### src/rtl/dmem_master.sv
//-----------------------------------------------------------------------------
// dmem_master
//
// Turns one 32-bit word load or store from a CPU into four byte-wide
// accesses on a byte-addressed data memory. Words are big-endian: the byte
// at the base address is the most significant one. Byte addresses wrap
// modulo 2^AW, and no alignment check is made.
//
// Ports
//   clk        : clock; all state changes on the rising edge
//   rst_n      : asynchronous active-low reset
//   req        : CPU access request, sampled only while ready=1
//   we         : 1 = word store, 0 = word load (sampled with req)
//   addr       : byte address of the word's MSB (sampled with req)
//   wdata      : store data (sampled with req)
//   ready      : idle and able to accept a request
//   done       : one-cycle completion pulse
//   rdata      : last loaded word, held until the next load completes
//   daddr      : byte address presented to the memory (registered)
//   mem_wbyte  : store byte presented to the memory (registered)
//   mem_rbyte  : memory read byte, valid one cycle after MemRead
//   MemRead    : byte read strobe (registered)
//   MemWrite   : byte write strobe (registered)
//
// Timing from the accept edge:
//   store : MemWrite in cycles 1-4, done in cycle 5, ready in cycle 6
//   load  : MemRead in cycles 1-4, captures at the ends of cycles 2-5,
//           done in cycle 6, ready in cycle 7
//-----------------------------------------------------------------------------
`timescale 1ns/1ps
module dmem_master #(
    parameter int AW = 8
) (
    input  logic          clk,
    input  logic          rst_n,
    input  logic          req,
    input  logic          we,
    input  logic [AW-1:0] addr,
    input  logic [31:0]   wdata,
    output logic          ready,
    output logic          done,
    output logic [31:0]   rdata,
    output logic [AW-1:0] daddr,
    output logic [7:0]    mem_wbyte,
    input  logic [7:0]    mem_rbyte,
    output logic          MemRead,
    output logic          MemWrite
);

    typedef enum logic [1:0] {
        S_IDLE  = 2'd0,
        S_LOAD  = 2'd1,
        S_STORE = 2'd2,
        S_DONE  = 2'd3
    } state_t;

    state_t        r_state, w_state_next;
    logic [AW-1:0] r_base, w_base_next;
    logic [31:0]   r_wdata, w_wdata_next;
    logic [1:0]    r_cnt, w_cnt_next;       // byte being presented to memory
    logic [1:0]    r_ccnt, w_ccnt_next;     // byte being captured on a load
    logic          r_pend, w_pend_next;     // a read was presented last cycle
    logic [31:0]   r_shift, w_shift_next;
    logic [31:0]   r_rdata, w_rdata_next;
    logic [AW-1:0] r_daddr, w_daddr_next;
    logic [7:0]    r_wbyte, w_wbyte_next;
    logic          r_memread, w_memread_next;
    logic          r_memwrite, w_memwrite_next;

    logic [1:0]    w_cnt_inc;
    logic [AW-1:0] w_addr_inc;

    // Big-endian byte select: index 0 is the most significant byte.
    function automatic logic [7:0] sel_byte(input logic [31:0] word,
                                            input logic [1:0]  idx);
        logic [7:0] b;
        case (idx)
            2'd0:    b = word[31:24];
            2'd1:    b = word[23:16];
            2'd2:    b = word[15:8];
            default: b = word[7:0];
        endcase
        return b;
    endfunction

    assign w_cnt_inc  = r_cnt + 2'd1;
    // Natural AW-bit addition gives the required modulo-2^AW wrap.
    assign w_addr_inc = r_base + {{(AW-2){1'b0}}, w_cnt_inc};

    always_ff @(posedge clk or negedge rst_n) begin
        if (!rst_n) begin
            r_state    <= S_IDLE;
            r_base     <= '0;
            r_wdata    <= '0;
            r_cnt      <= '0;
            r_ccnt     <= '0;
            r_pend     <= 1'b0;
            r_shift    <= '0;
            r_rdata    <= '0;
            r_daddr    <= '0;
            r_wbyte    <= '0;
            r_memread  <= 1'b0;
            r_memwrite <= 1'b0;
        end else begin
            r_state    <= w_state_next;
            r_base     <= w_base_next;
            r_wdata    <= w_wdata_next;
            r_cnt      <= w_cnt_next;
            r_ccnt     <= w_ccnt_next;
            r_pend     <= w_pend_next;
            r_shift    <= w_shift_next;
            r_rdata    <= w_rdata_next;
            r_daddr    <= w_daddr_next;
            r_wbyte    <= w_wbyte_next;
            r_memread  <= w_memread_next;
            r_memwrite <= w_memwrite_next;
        end
    end

    // Next-state logic. The memory-side outputs are computed one cycle
    // ahead and registered, so the strobes and address are glitch-free.
    always_comb begin
        w_state_next    = r_state;
        w_base_next     = r_base;
        w_wdata_next    = r_wdata;
        w_cnt_next      = r_cnt;
        w_ccnt_next     = r_ccnt;
        w_pend_next     = r_memread;
        w_shift_next    = r_shift;
        w_rdata_next    = r_rdata;
        w_daddr_next    = r_daddr;
        w_wbyte_next    = r_wbyte;
        w_memread_next  = 1'b0;
        w_memwrite_next = 1'b0;

        case (r_state)
            S_IDLE: begin
                if (req) begin
                    w_base_next  = addr;
                    w_wdata_next = wdata;
                    w_cnt_next   = 2'd0;
                    w_ccnt_next  = 2'd0;
                    w_daddr_next = addr;
                    if (we) begin
                        w_state_next    = S_STORE;
                        w_memwrite_next = 1'b1;
                        w_wbyte_next    = wdata[31:24];
                    end else begin
                        w_state_next    = S_LOAD;
                        w_memread_next  = 1'b1;
                    end
                end
            end

            S_STORE: begin
                if (r_cnt == 2'd3) begin
                    w_state_next = S_DONE;
                end else begin
                    w_cnt_next      = w_cnt_inc;
                    w_memwrite_next = 1'b1;
                    w_daddr_next    = w_addr_inc;
                    w_wbyte_next    = sel_byte(r_wdata, w_cnt_inc);
                end
            end

            S_LOAD: begin
                // Issue side: four reads, then one idle cycle for the
                // last returned byte.
                if (r_memread && (r_cnt != 2'd3)) begin
                    w_cnt_next     = w_cnt_inc;
                    w_memread_next = 1'b1;
                    w_daddr_next   = w_addr_inc;
                end
                // Capture side: lags the issue side by one cycle.
                if (r_pend) begin
                    case (r_ccnt)
                        2'd0:    w_shift_next[31:24] = mem_rbyte;
                        2'd1:    w_shift_next[23:16] = mem_rbyte;
                        2'd2:    w_shift_next[15:8]  = mem_rbyte;
                        default: w_shift_next[7:0]   = mem_rbyte;
                    endcase
                    w_ccnt_next = r_ccnt + 2'd1;
                    if (r_ccnt == 2'd3) begin
                        w_rdata_next = w_shift_next;
                        w_state_next = S_DONE;
                    end
                end
            end

            default: begin  // S_DONE
                w_state_next = S_IDLE;
            end
        endcase
    end

    assign ready     = (r_state == S_IDLE);
    assign done      = (r_state == S_DONE);
    assign rdata     = r_rdata;
    assign daddr     = r_daddr;
    assign mem_wbyte = r_wbyte;
    assign MemRead   = r_memread;
    assign MemWrite  = r_memwrite;

endmodule

### config.mk
export PLATFORM = sky130hd
export DESIGN_NAME = dmem_master
export DESIGN_NICKNAME = d
export VERILOG_FILES = /design/src/rtl/dmem_master.sv
export SDC_FILE = /design/constraint.sdc
export NUM_CORES = 1
export LEC_CHECK = 0
export CAP_MARGIN = 20
export CORE_MARGIN = 4
export CORE_UTILIZATION = 42
export CTS_CLUSTER_SIZE = 40
export DETAILED_ROUTE_END_ITERATION = 6
export PLACE_DENSITY_LB_ADDON = 0.1
export SYNTH_ARGS = -nofsm -noshare
export SYNTH_HDL_FRONTEND = slang
export SYNTH_SLANG_ARGS = --single-unit
### constraint.sdc
create_clock -name clk -period 2.1 [get_ports clk]
set_input_delay 0.42 -clock clk [delete_from_list [all_inputs] [get_ports clk]]
set_output_delay 0.42 -clock clk [all_outputs]
set_load 0.03 [all_outputs]
==> summary.md, run 1 <==
| Metric | Value |
|---|---|
| Status | `complete, no violations` |
| RePlAce Congestion | `0.788` |
| IO Pins | `104` |
| Max IR drop VDD | `around 0.62 mV` |
| Final Max Tran Viols | `0` |
| Final HPWL DP | `8.45 mm` |
| Total internal power | `6.94 mW` |
| CP Launch Type | `flip-flop` |
| Final Critical Period | `between 1500 and 2000 ps` |
| # setup viols final | `0` |
| Global route total overflow | `0` |
| Yosys top cell area share | `between 50% and 60%` |
| Worst-Skew Late Latency | `slightly above 400 ps` |
| Comb power frac | `37.4%` |
| Clk_skew | `around 4.8 ps` |
| Pwr Total | `10.4 mW` |
| Worst Path Required | `1680 ps` |
| Mapped cell area | `0.00543 mm²` |
| TritonCTS clock tree | `yes` |
| Yosys reg bits | `roughly 120` |
| DRT antenna net count | `0` |
| Hold_ws | `430 ps` |
| Via count | `approximately 3700` |
| Total of max-cap violations | `0` |
| IO Port Bufs | `103` |
| Slew HR | `61.2%` |
| Synth top area cells | `dfrtp_1 56%, mux2_2 10%, mux2_1 6.8%` |
| Yosys warns | `0` |
| Clk buf depth | `2` |
| Net switching power | `3.48 mW` |
| Cell row count | `between 40 and 50` |
| Vias in the first global route | `roughly 3800` |
| Share of cells above drive strength 1 | `between 15 and 20%` |
| Cell count after synthesis | `447` |
| Hold Crit Class | `reg2reg` |
| Area growth, synth to finish | `34.9%` |
| Worst-path clk slew | `50 ps` |
| Area leader, netlist | `dfrtp_1` |
| Leakage | `3.22 nW` |
| Mean routed wirelength per cell | `15.9 µm` |
| Largest net degree at the start of global routing | `57` |
| Via density | `4.92` |
| Crit path buf inv count | `2` |
| Synth Flop Type | `dfrtp_1` |
| DIE AREA | `between 0.01 and 0.015 mm²` |
| RSZ-0062 raised after global routing | `false` |
| Chip width | `approximately 120 µm` |
| Clock sink total | `121` |
| Clock root cell | `clkbuf_16` |
| Fmax | `513 MHz` |
| Placed inst area | `0.00673 mm²` |
| Post-CTS Setup Bufs | `0` |
| Switching Share | `33.4%` |
| CP top delay family | `buffers and inverters` |
| Iteration-0 DRC Markers | `283` |
| N_diodes | `0` |
| Main combinational cell family by area after synthesis | `multiplexers` |
| Post-synthesis mux area share | `22.0%` |
| Mapped Avg Cell Area | `approximately 12 µm²` |
| CP Class | `reg2out` |
| Synth Area in Adders | `3.83%` |
| Drt total wl | `11.8 mm` |
| Compound-gate portion of the synthesized area | `7.31%` |
| Part of the cycle the worst path needs | `just over 90%` |
| Final Cell Area | `0.00732 mm²` |
| Pre-antenna DRT Iters | `6` |
| Initial antenna violation count | `0` |
| Final cell count without fillers | `745` |
| CP Capture Type | `output pin` |
| Slowest cell on crit path | `dlygate4sd2_1` |
| Worst-margin pin slew | `582 ps` |
| Setup TNS | `0 ps` |
| Part of the power in registers | `35.3%` |
| Pwr/cell area | `1420 mW/mm²` |
| Final count of hold timing violations | `0` |
| DRC Markers | `0` |
| CORE AREA | `0.0126 mm²` |
| Placed cell count | `712` |
| All-Layer GR Usage | `17.0%` |
| Worst Path Arrival | `between 1500 and 2000 ps` |
| Post-synthesis simple-gate area fraction | `7.28%` |
| First-pass GRT wire length | `19.5 mm` |
| Worst-path fanout max | `3` |
| Crit-path cells | `inv_1 -> ha_1 -> dlygate4sd2_1` |
| XOR/XNOR Fraction of Synth Area | `0.968%` |
| Syn_nets | `slightly above 500` |
| Critical Path Max Stage Delay | `430 ps` |
| Synth async-reset ratio | `100%` |
| H-tree Lvls | `4` |
| Clock power frac | `27.4%` |
| Num CTS Buffers | `17` |
| Net count, final | `roughly 630` |
| Post-synthesis sequential area ratio | `a little under three fifths` |
| Initial Utilization | `43.0%` |
| Chip height | `around 120 µm` |
| Filler Cell Count | `1074` |
| Yosys cell types | `31` |
| EDFF count, synth | `0` |
## repair_timing
action | 4_1_cts | 5_1_grt
hold buffers | 1 | 0
setup endpoints to repair | 2 | 7
resized for setup | 2 | 1
hold endpoints to repair | 31 | 0
pin swaps | 0 | 1
## per-layer routing
layer  wire [µm]  GRT usage [%]
met1        5330           21.9
met2        5760           27.5
met3         515           4.36
met4         212           7.00
met5           0              0
## worst paths after layout
| kind | slack (ps) | to | start | cells past startpoint |
|---|---|---|---|---|
| min reg2reg | 430 | r_pend | MemRead | 0 |
| max in group asynchronous | 920 | r_wdata[5] | rst_n | 3 |
| max reg2reg | 190 | mem_wbyte[4] | r_cnt[0] | 5 |
| max | 150 | ready | r_state[0] | 3 |
| min in group asynchronous | 510 | rdata[29] | rst_n | 2 |
| min | 430 | r_pend | MemRead | 0 |
## power by group through the flow
stage | logic [mW] | clock network (mW) | registers (mW)
CTS | 3.95 | 2.91 | 3.68
global route | 4.30 | 3.02 | 3.78
global placement | 3.84 | 0 | 3.69
floorplan | 2.38 | 0 | 3.93
detailed placement | 3.93 | 0 | 3.71
finish | 3.90 | 2.85 | 3.68
## kinds of logic (layout without fill, tap and decap cells)
| family | count (synthesis) | count (layout) |
|---|---|---|
| DFF | 121 | 121 |
| muxes | 109 | 109 |
| and+or+nand+nor | 96 | 96 |
| AOI/OAI and AO/OA | 66 | 66 |
| buffers and inverters | 33 | 159 |
| adders and majority gates | 16 | 16 |
| xor gates and xnor gates | 6 | 6 |
## stage by stage
step                      utilization [%]  setup slack (ps)
after CTS                            58.0               113
after detailed placement             53.3              95.5
after global placement               53.3               166
final                                58.0               152
after global routing                 58.0              44.8
after floorplan                         -               286
## registers in the layout (all words and copies together), names as in the netlist, 2 cells and up
signal / flops
r_base: 8
r_ccnt: 2
r_cnt: 2
rdata: 32
daddr: 8
r_shift: 24
r_state: 2
mem_wbyte: 8
r_wdata: 32
## synthesized netlist by cell type, types with 3 or more instances
cell type	number
mux2i_1	28
inv_1	8
mux2_2	48
nand2_1	77
a222oi_1	8
xor2_1	4
o221ai_1	3
mux2_1	33
dfrtp_1	121
ha_1	15
o21ai_0	31
nand3_1	9
a21oi_1	4
o21ai_1	15
buf_2	13
clkbuf_1	9
## layout make-up
cell class                 count  area, µm²  area share [%]
sequential                   121       3030            41.4
multi-input combinational    293       2250            30.8
timing repair buffer         118       1200            16.4
clock buffer                  24        492            6.72
tap                          172        215            2.94
clock inverter                 8       92.6            1.26
inverter                       9       33.8           0.462
## cell usage in the layout, fill, tap and decap left out, types with 2 or more instances in the layout
master / count
clkbuf_1: 3
o21ai_1: 15
nand3_1: 8
a22o_1: 2
inv_1: 8
mux2i_1: 28
clkinv_2: 5
xor2_1: 4
dlygate4sd2_1: 2
clkbuf_8: 4
o21ai_0: 31
nor2b_1: 2
buf_4: 10
mux2_2: 48
bufinv_16: 2
xnor2_1: 2
nand2_1: 76
clkbuf_16: 17
mux2_1: 33
buf_12: 5
dfrtp_1: 121
nor2_1: 2
o221ai_1: 3
a21oi_1: 4
ha_1: 14
clkdlybuf4s50_1: 100
o211ai_1: 2
a222oi_1: 8
Power figures use the tool's default switching activity.
==> inputs of run 2 (changes only) <==
- CORE_ASPECT_RATIO: default -> 2
==> run 2 against run 1 <==
Against the previous run: sequential share of layout area is 0.099 points lower; count of clock-buffer cells in the layout is 5 lower; highest routed layer unchanged; core utilization is 0.10 points higher; clock skew is 4.5 ps higher; register-to-register slack worse by 40 ps; clock power is 15% higher; wire length is 3.7% higher; final area is 0.24% higher; hold slack worse by 410 ps; final cell count is 3.1% lower.
==> summary.md, run 2 (synthesis results as in run 1) <==
| Metric | Value |
|---|---|
| All-Layer GR Usage | `18.0% (+1.0 points)` |
| Slowest cell on crit path | `dfrtp_1` |
| RePlAce Congestion | `0.766 (-2.7%)` |
| Filler Cell Count | `1051 (-2.1%)` |
| # setup viols final | `0 (unchanged)` |
| Final Critical Period | `1950 ps (+2.90 ps)` |
| Mean routed wirelength per cell | `17.0 µm (+7.0%)` |
| Drt total wl | `12.3 mm (+3.7%)` |
| Num CTS Buffers | `17 (unchanged)` |
| DRT antenna net count | `0 (unchanged)` |
| DIE AREA | `0.0149 mm² (+0.74%)` |
| CP Capture Type | `flip-flop` |
| IO Pins | `104 (unchanged)` |
| Reg area | `0.00303 mm² (unchanged)` |
| Post-CTS Setup Bufs | `0 (unchanged)` |
| Most frequent cells in the layout | `121 x dfrtp_1, 100 x clkdlybuf4s50_1, 76 x nand2_1` |
| Worst Path Arrival | `2240 ps (+710 ps)` |
| Part of the cycle the worst path needs | `92.9% (+0.14 points)` |
| Iteration-0 DRC Markers | `93 (-67%)` |
| Share of cells above drive strength 1 | `17.1% (+0.38 points)` |
| Cell mode on critical path | `mux2_2` |
| Clock sink total | `121 (unchanged)` |
| N_diodes | `0 (unchanged)` |
| Final Max Tran Viols | `0 (unchanged)` |
| Worst-Skew Late Latency | `410 ps (about the same)` |
| Via density | `5.11 (+3.9%)` |
| Setup TNS | `0 ps (unchanged)` |
| Worst-path fanout max | `8 (+5)` |
| Clk buf depth | `2 (unchanged)` |
| H-tree Lvls | `4 (unchanged)` |
| CORE AREA | `0.0126 mm² (about the same)` |
| Placed inst area | `0.00667 mm² (-0.86%)` |
| Pwr/cell area | `1480 mW/mm² (+4.0%)` |
| First-pass GRT wire length | `20.3 mm (+4.1%)` |
| Total of max-cap violations | `0 (unchanged)` |
| Status | `complete, no violations` |
| Largest net degree at the start of global routing | `57 (unchanged)` |
| Chip height | `169 µm (+39%)` |
| Multi-input logic area | `0.00225 mm² (-0.22%)` |
| Vias in the first global route | `3928 (+2.5%)` |
| Net count, final | `627 (-0.16%)` |
| CP Class | `reg2reg` |
| Worst-margin pin slew | `632 ps (+50.4 ps)` |
| Slew HR | `57.9% (-3.4 points)` |
| RSZ-0062 raised after global routing | `false` |
| Clk_skew | `9.27 ps (+4.49 ps)` |
| Leakage | `3.23 nW (+0.33%)` |
| Commonest non-fill, non-tap cell in the layout | `dfrtp_1` |
| Worst-path clk slew | `60 ps (about the same)` |
| Pre-antenna DRT Iters | `4 (-2)` |
| Crit-path cells | `ha_1 -> a222oi_1 -> o21ai_1 -> mux2_2 -> mux2_2` |
| Global route total overflow | `0 (unchanged)` |
| Initial Utilization | `43.0% (about the same)` |
| Via count | `3689 (+0.65%)` |
| Clock root cell | `clkbuf_16` |
| Reg2Reg Launch Point | `r_cnt[0]` |
| Fmax | `512 MHz (-0.15%)` |
| CP Launch Type | `flip-flop` |
| Area growth, synth to finish | `35.2%` |
| Place WS | `53.0 ps (-42.5 ps)` |
| Cell row count | `58 (+41%)` |
| Final HPWL DP | `8.93 mm (+5.6%)` |
| Final count of hold timing violations | `0 (unchanged)` |
| CP startpoint | `r_cnt[0]` |
| Final Cell Area | `0.00734 mm² (+0.24%)` |
| Max IR drop VDD | `0.882 mV (+41%)` |
| Initial antenna violation count | `0 (unchanged)` |
| Worst Path Required | `2390 ps (+710 ps)` |
| TritonCTS clock tree | `yes` |
| Critical Path Max Stage Delay | `440 ps (about the same)` |
| Hold Crit Class | `in2async` |
| Hold buffers post-CTS | `0 (-1)` |
| IO Port Bufs | `103 (unchanged)` |
| Chip width | `88.4 µm (-27%)` |
| DRC Markers | `0 (unchanged)` |
| Worst Setup Slack, final | `149 ps (-2.90 ps)` |
| Pwr Total | `10.9 mW (+4.2%)` |
## run 2: changes by cell type in the layout (fill, tap and decap cells not counted), sizes merged
cell / change
bufinv: +3
clkbuf: -5
clkinv: -2
clkinvlp: +2
dlygate4sd3: -1
inv: +2
## run 2: area by class of cell
class                   instances  area share, %
clock buffers                  19           6.17
clock inverters                13           2.95
inverters                       9          0.460
multi-input cells             293           30.7
flip-flops and latches        121           41.3
well taps                     150           2.56
repair buffers                117           15.9
## run 2: per-stage QoR
stage,hold WS (ps),util [%],instances
after CTS,27.6,58.1,722
after global placement,383,52.8,690
final,19.7,58.1,722
after floorplan,124,-,447
after global routing,59.2,58.1,722
after detailed placement,401,52.8,690
## run 2: worst paths after layout
check	endpoint	slack [ps]	depth (start not counted)
max in group asynchronous	r_wdata[9]	1400	2
min reg2reg	r_pend	410	0
max	mem_wbyte[0]	150	5
min	rdata[24]	20	1
max reg2reg	mem_wbyte[0]	150	5
min in group clk	r_pend	410	0
## run 2: what timing repair did
item                                    in CTS  in global routing
gates resized for setup                      2                  1
endpoints found under the setup margin       2                  8
gates cloned                                 0                  0
## run 2: per-layer routing
metal  up-vias  routed length (µm)  global-route usage [%]
li1       1788                   -                       -
met2       105                6650                    31.3
met3        17                 596                    5.07
met4         0                 278                    7.17
met5         -                   0                       0
met1      1779                4730                    20.4
## run 2: worst max-delay path: cells and delay by family (launching register included)
kind	cells	cell delay [ps]
muxes	2	550
DFF	1	440
adders and majority gates	1	370
AOI/OAI and AO/OA	2	480
## run 2: power breakdown
group / switching, mW / internal, mW
Combinational: 2.00 / 1.94
Clock: 1.09 / 2.18
Sequential: 0.505 / 3.15
==> inputs of run 3 (changes only) <==
- DONT_BUFFER_PORTS: default -> 1
- clock period: 2.1 -> 2 ns (I/O delays scaled with it)
==> run 3 against run 2 <==
Against the previous run: highest routed layer unchanged; the run now ends with negative hold slack left; sequential power rose by 17%; first-iteration DRC count rose by 9.7%; die area did not move; count of clock-buffer cells in the layout fell by 2; critical path depth stayed put; clock skew is 1.3 ps lower.
==> summary.md, run 3 (synthesis results as in run 1) <==
| Metric | Value |
|---|---|
| Fmax | `531 MHz (+3.6%)` |
| Post-CTS Setup Bufs | `0 (unchanged)` |
| Violated checks | `negative hold slack` |
| TritonCTS clock tree | `yes` |
| Via density | `5.31 (+3.9%)` |
| CP startpoint | `r_cnt[0]` |
| First-pass GRT wire length | `19.0 mm (-6.5%)` |
| Pwr/cell area | `1680 mW/mm² (+13%)` |
| Mean routed wirelength per cell | `19.1 µm (+12%)` |
| Iteration-0 DRC Markers | `102 (+9.7%)` |
| Slew HR | `61.6% (+3.7 points)` |
| Clock root cell | `clkbuf_16` |
| Final HPWL DP | `8.37 mm (-6.3%)` |
| Largest net degree at the start of global routing | `122 (+110%)` |
| Final count of hold timing violations | `121 (+121)` |
| Worst Setup Slack, final | `116 ps (-32.5 ps)` |
| Num CTS Buffers | `17 (unchanged)` |
| DRT antenna net count | `0 (unchanged)` |
| Leakage | `2.79 nW (-13%)` |
| Placed inst area | `0.00563 mm² (-16%)` |
| Worst-path fanout max | `16 (+8)` |
| Final Max Tran Viols | `0 (unchanged)` |
| FF-to-FF path depth | `5 (unchanged)` |
| Setup TNS | `0 ps (unchanged)` |
| IO Port Bufs | `0 (-100%)` |
| Hold Crit Class | `in2async` |
| Reg2Reg Launch Point | `r_cnt[0]` |
| DIE AREA | `0.0149 mm² (unchanged)` |
| Initial antenna violation count | `0 (unchanged)` |
| Worst-Skew Late Latency | `410 ps (about the same)` |
| RePlAce Congestion | `0.739 (-3.5%)` |
| Initial Utilization | `43.0% (unchanged)` |
| Worst-path clk slew | `60 ps (about the same)` |
| Hold_ws | `-317 ps (-336 ps)` |
| Share of cells above drive strength 1 | `21.3% (+4.1 points)` |
| # setup viols final | `0 (unchanged)` |
| Critical Path End | `mem_wbyte[4]` |
| Part of the cycle the worst path needs | `94.2% (+1.3 points)` |
| Most frequent cells in the layout | `120 x dfrtp_1, 75 x nand2_1, 48 x mux2_2` |
| Final Critical Period | `1880 ps (-67.5 ps)` |
| Global route total overflow | `0 (unchanged)` |
| Area growth, synth to finish | `14.8%` |
| Clk_skew | `7.94 ps (-1.32 ps)` |
| Flop-to-flop setup slack | `120 ps (-30 ps)` |
| Cell row count | `58 (unchanged)` |
| Clock sink total | `121 (unchanged)` |
| CP Launch Type | `flip-flop` |
| RR Endpoint | `mem_wbyte[4]` |
| Chip width | `88.4 µm (unchanged)` |
| IO Pins | `104 (unchanged)` |
| CORE AREA | `0.0126 mm² (unchanged)` |
| Post-layout util | `49.4% (-8.7 points)` |
| RSZ-0062 raised after global routing | `false` |
| Via count | `3292 (-11%)` |
| DRC Markers | `0 (unchanged)` |
| Commonest non-fill, non-tap cell in the layout | `dfrtp_1` |
| Max IR drop VDD | `0.999 mV (+13%)` |
| CP Class | `reg2reg` |
| Worst-margin pin slew | `576 ps (-55.8 ps)` |
| Drt total wl | `11.8 mm (-3.4%)` |
| Final Cell Area | `0.00623 mm² (-15%)` |
| H-tree Lvls | `4 (unchanged)` |
| Chip height | `169 µm (unchanged)` |
| CP Capture Type | `flip-flop` |
| Place WS | `30.5 ps (-22.5 ps)` |
| Vias in the first global route | `3525 (-10%)` |
| Net count, final | `525 (-16%)` |
| N_diodes | `0 (unchanged)` |
| Worst Path Arrival | `2180 ps (-60 ps)` |
| Clk buf depth | `2 (unchanged)` |
| All-Layer GR Usage | `16.9% (-1.2 points)` |
| Status | `finished, violations left` |
| Pre-antenna DRT Iters | `4 (unchanged)` |
| Worst Path Required | `2290 ps (-100 ps)` |
| Total of max-cap violations | `0 (unchanged)` |
-- run 3: where the power goes --
| group | switching (mW) | internal (mW) | total (mW) |
|---|---|---|---|
| clock network | 1.18 | 1.86 | 3.04 |
| logic | 1.53 | 1.63 | 3.15 |
| registers | 0.970 | 3.30 | 4.27 |
| total | 3.68 | 6.79 | 10.5 |
-- run 3: metrics by stage --
| step | power [mW] | instances |
|---|---|---|
| global placement | 7.39 | 588 |
| detailed placement | 7.52 | 588 |
| CTS | 10.6 | 620 |
| finish | 10.5 | 620 |
| floorplan | 6.63 | 447 |
| global route | 11.2 | 620 |
-- run 3: what timing repair did --
action / in CTS / in global routing
hold endpoints to repair: 121 / 121
gates resized for setup: 0 / 3
endpoints found under the setup margin: 0 / 14
-- run 3: how the worst min path moves through the flow --
stage	startpoint	slack [ps]	to	cells after the start
after floorplan	rst_n	100	MemRead	0
after global placement	rst_n	110	rdata[24]	0
after detailed placement	rst_n	110	rdata[24]	0
after CTS	rst_n	-340	rdata[24]	0
after global routing	rst_n	-340	rdata[25]	0
final	rst_n	-320	rdata[25]	0
-- run 3: critical path, stage by stage, from the launching register on --
cell and delay (ps):
dfrtp_1 410, inv_1 120, ha_1 540, o21ai_1 160, mux2_2 290, mux2_2 260
-- run 3: area by class of cell --
class                           instances  area (µm²)
Fill cell                            1164        6390
Sequential cell                       121        3030
Multi-Input combinational cell        293        2250
Clock buffer                           17         425
Tap cell                              150         188
Clock inverter                         15         166
Timing Repair Buffer                   15         138
Inverter                                9        33.8
-- run 3: layer usage --
metal  GRT usage [%]  routed length, µm
met1            18.3               4410
met2            29.5               6520
met3            5.55                734
met4            6.78                170
met5               0                  0
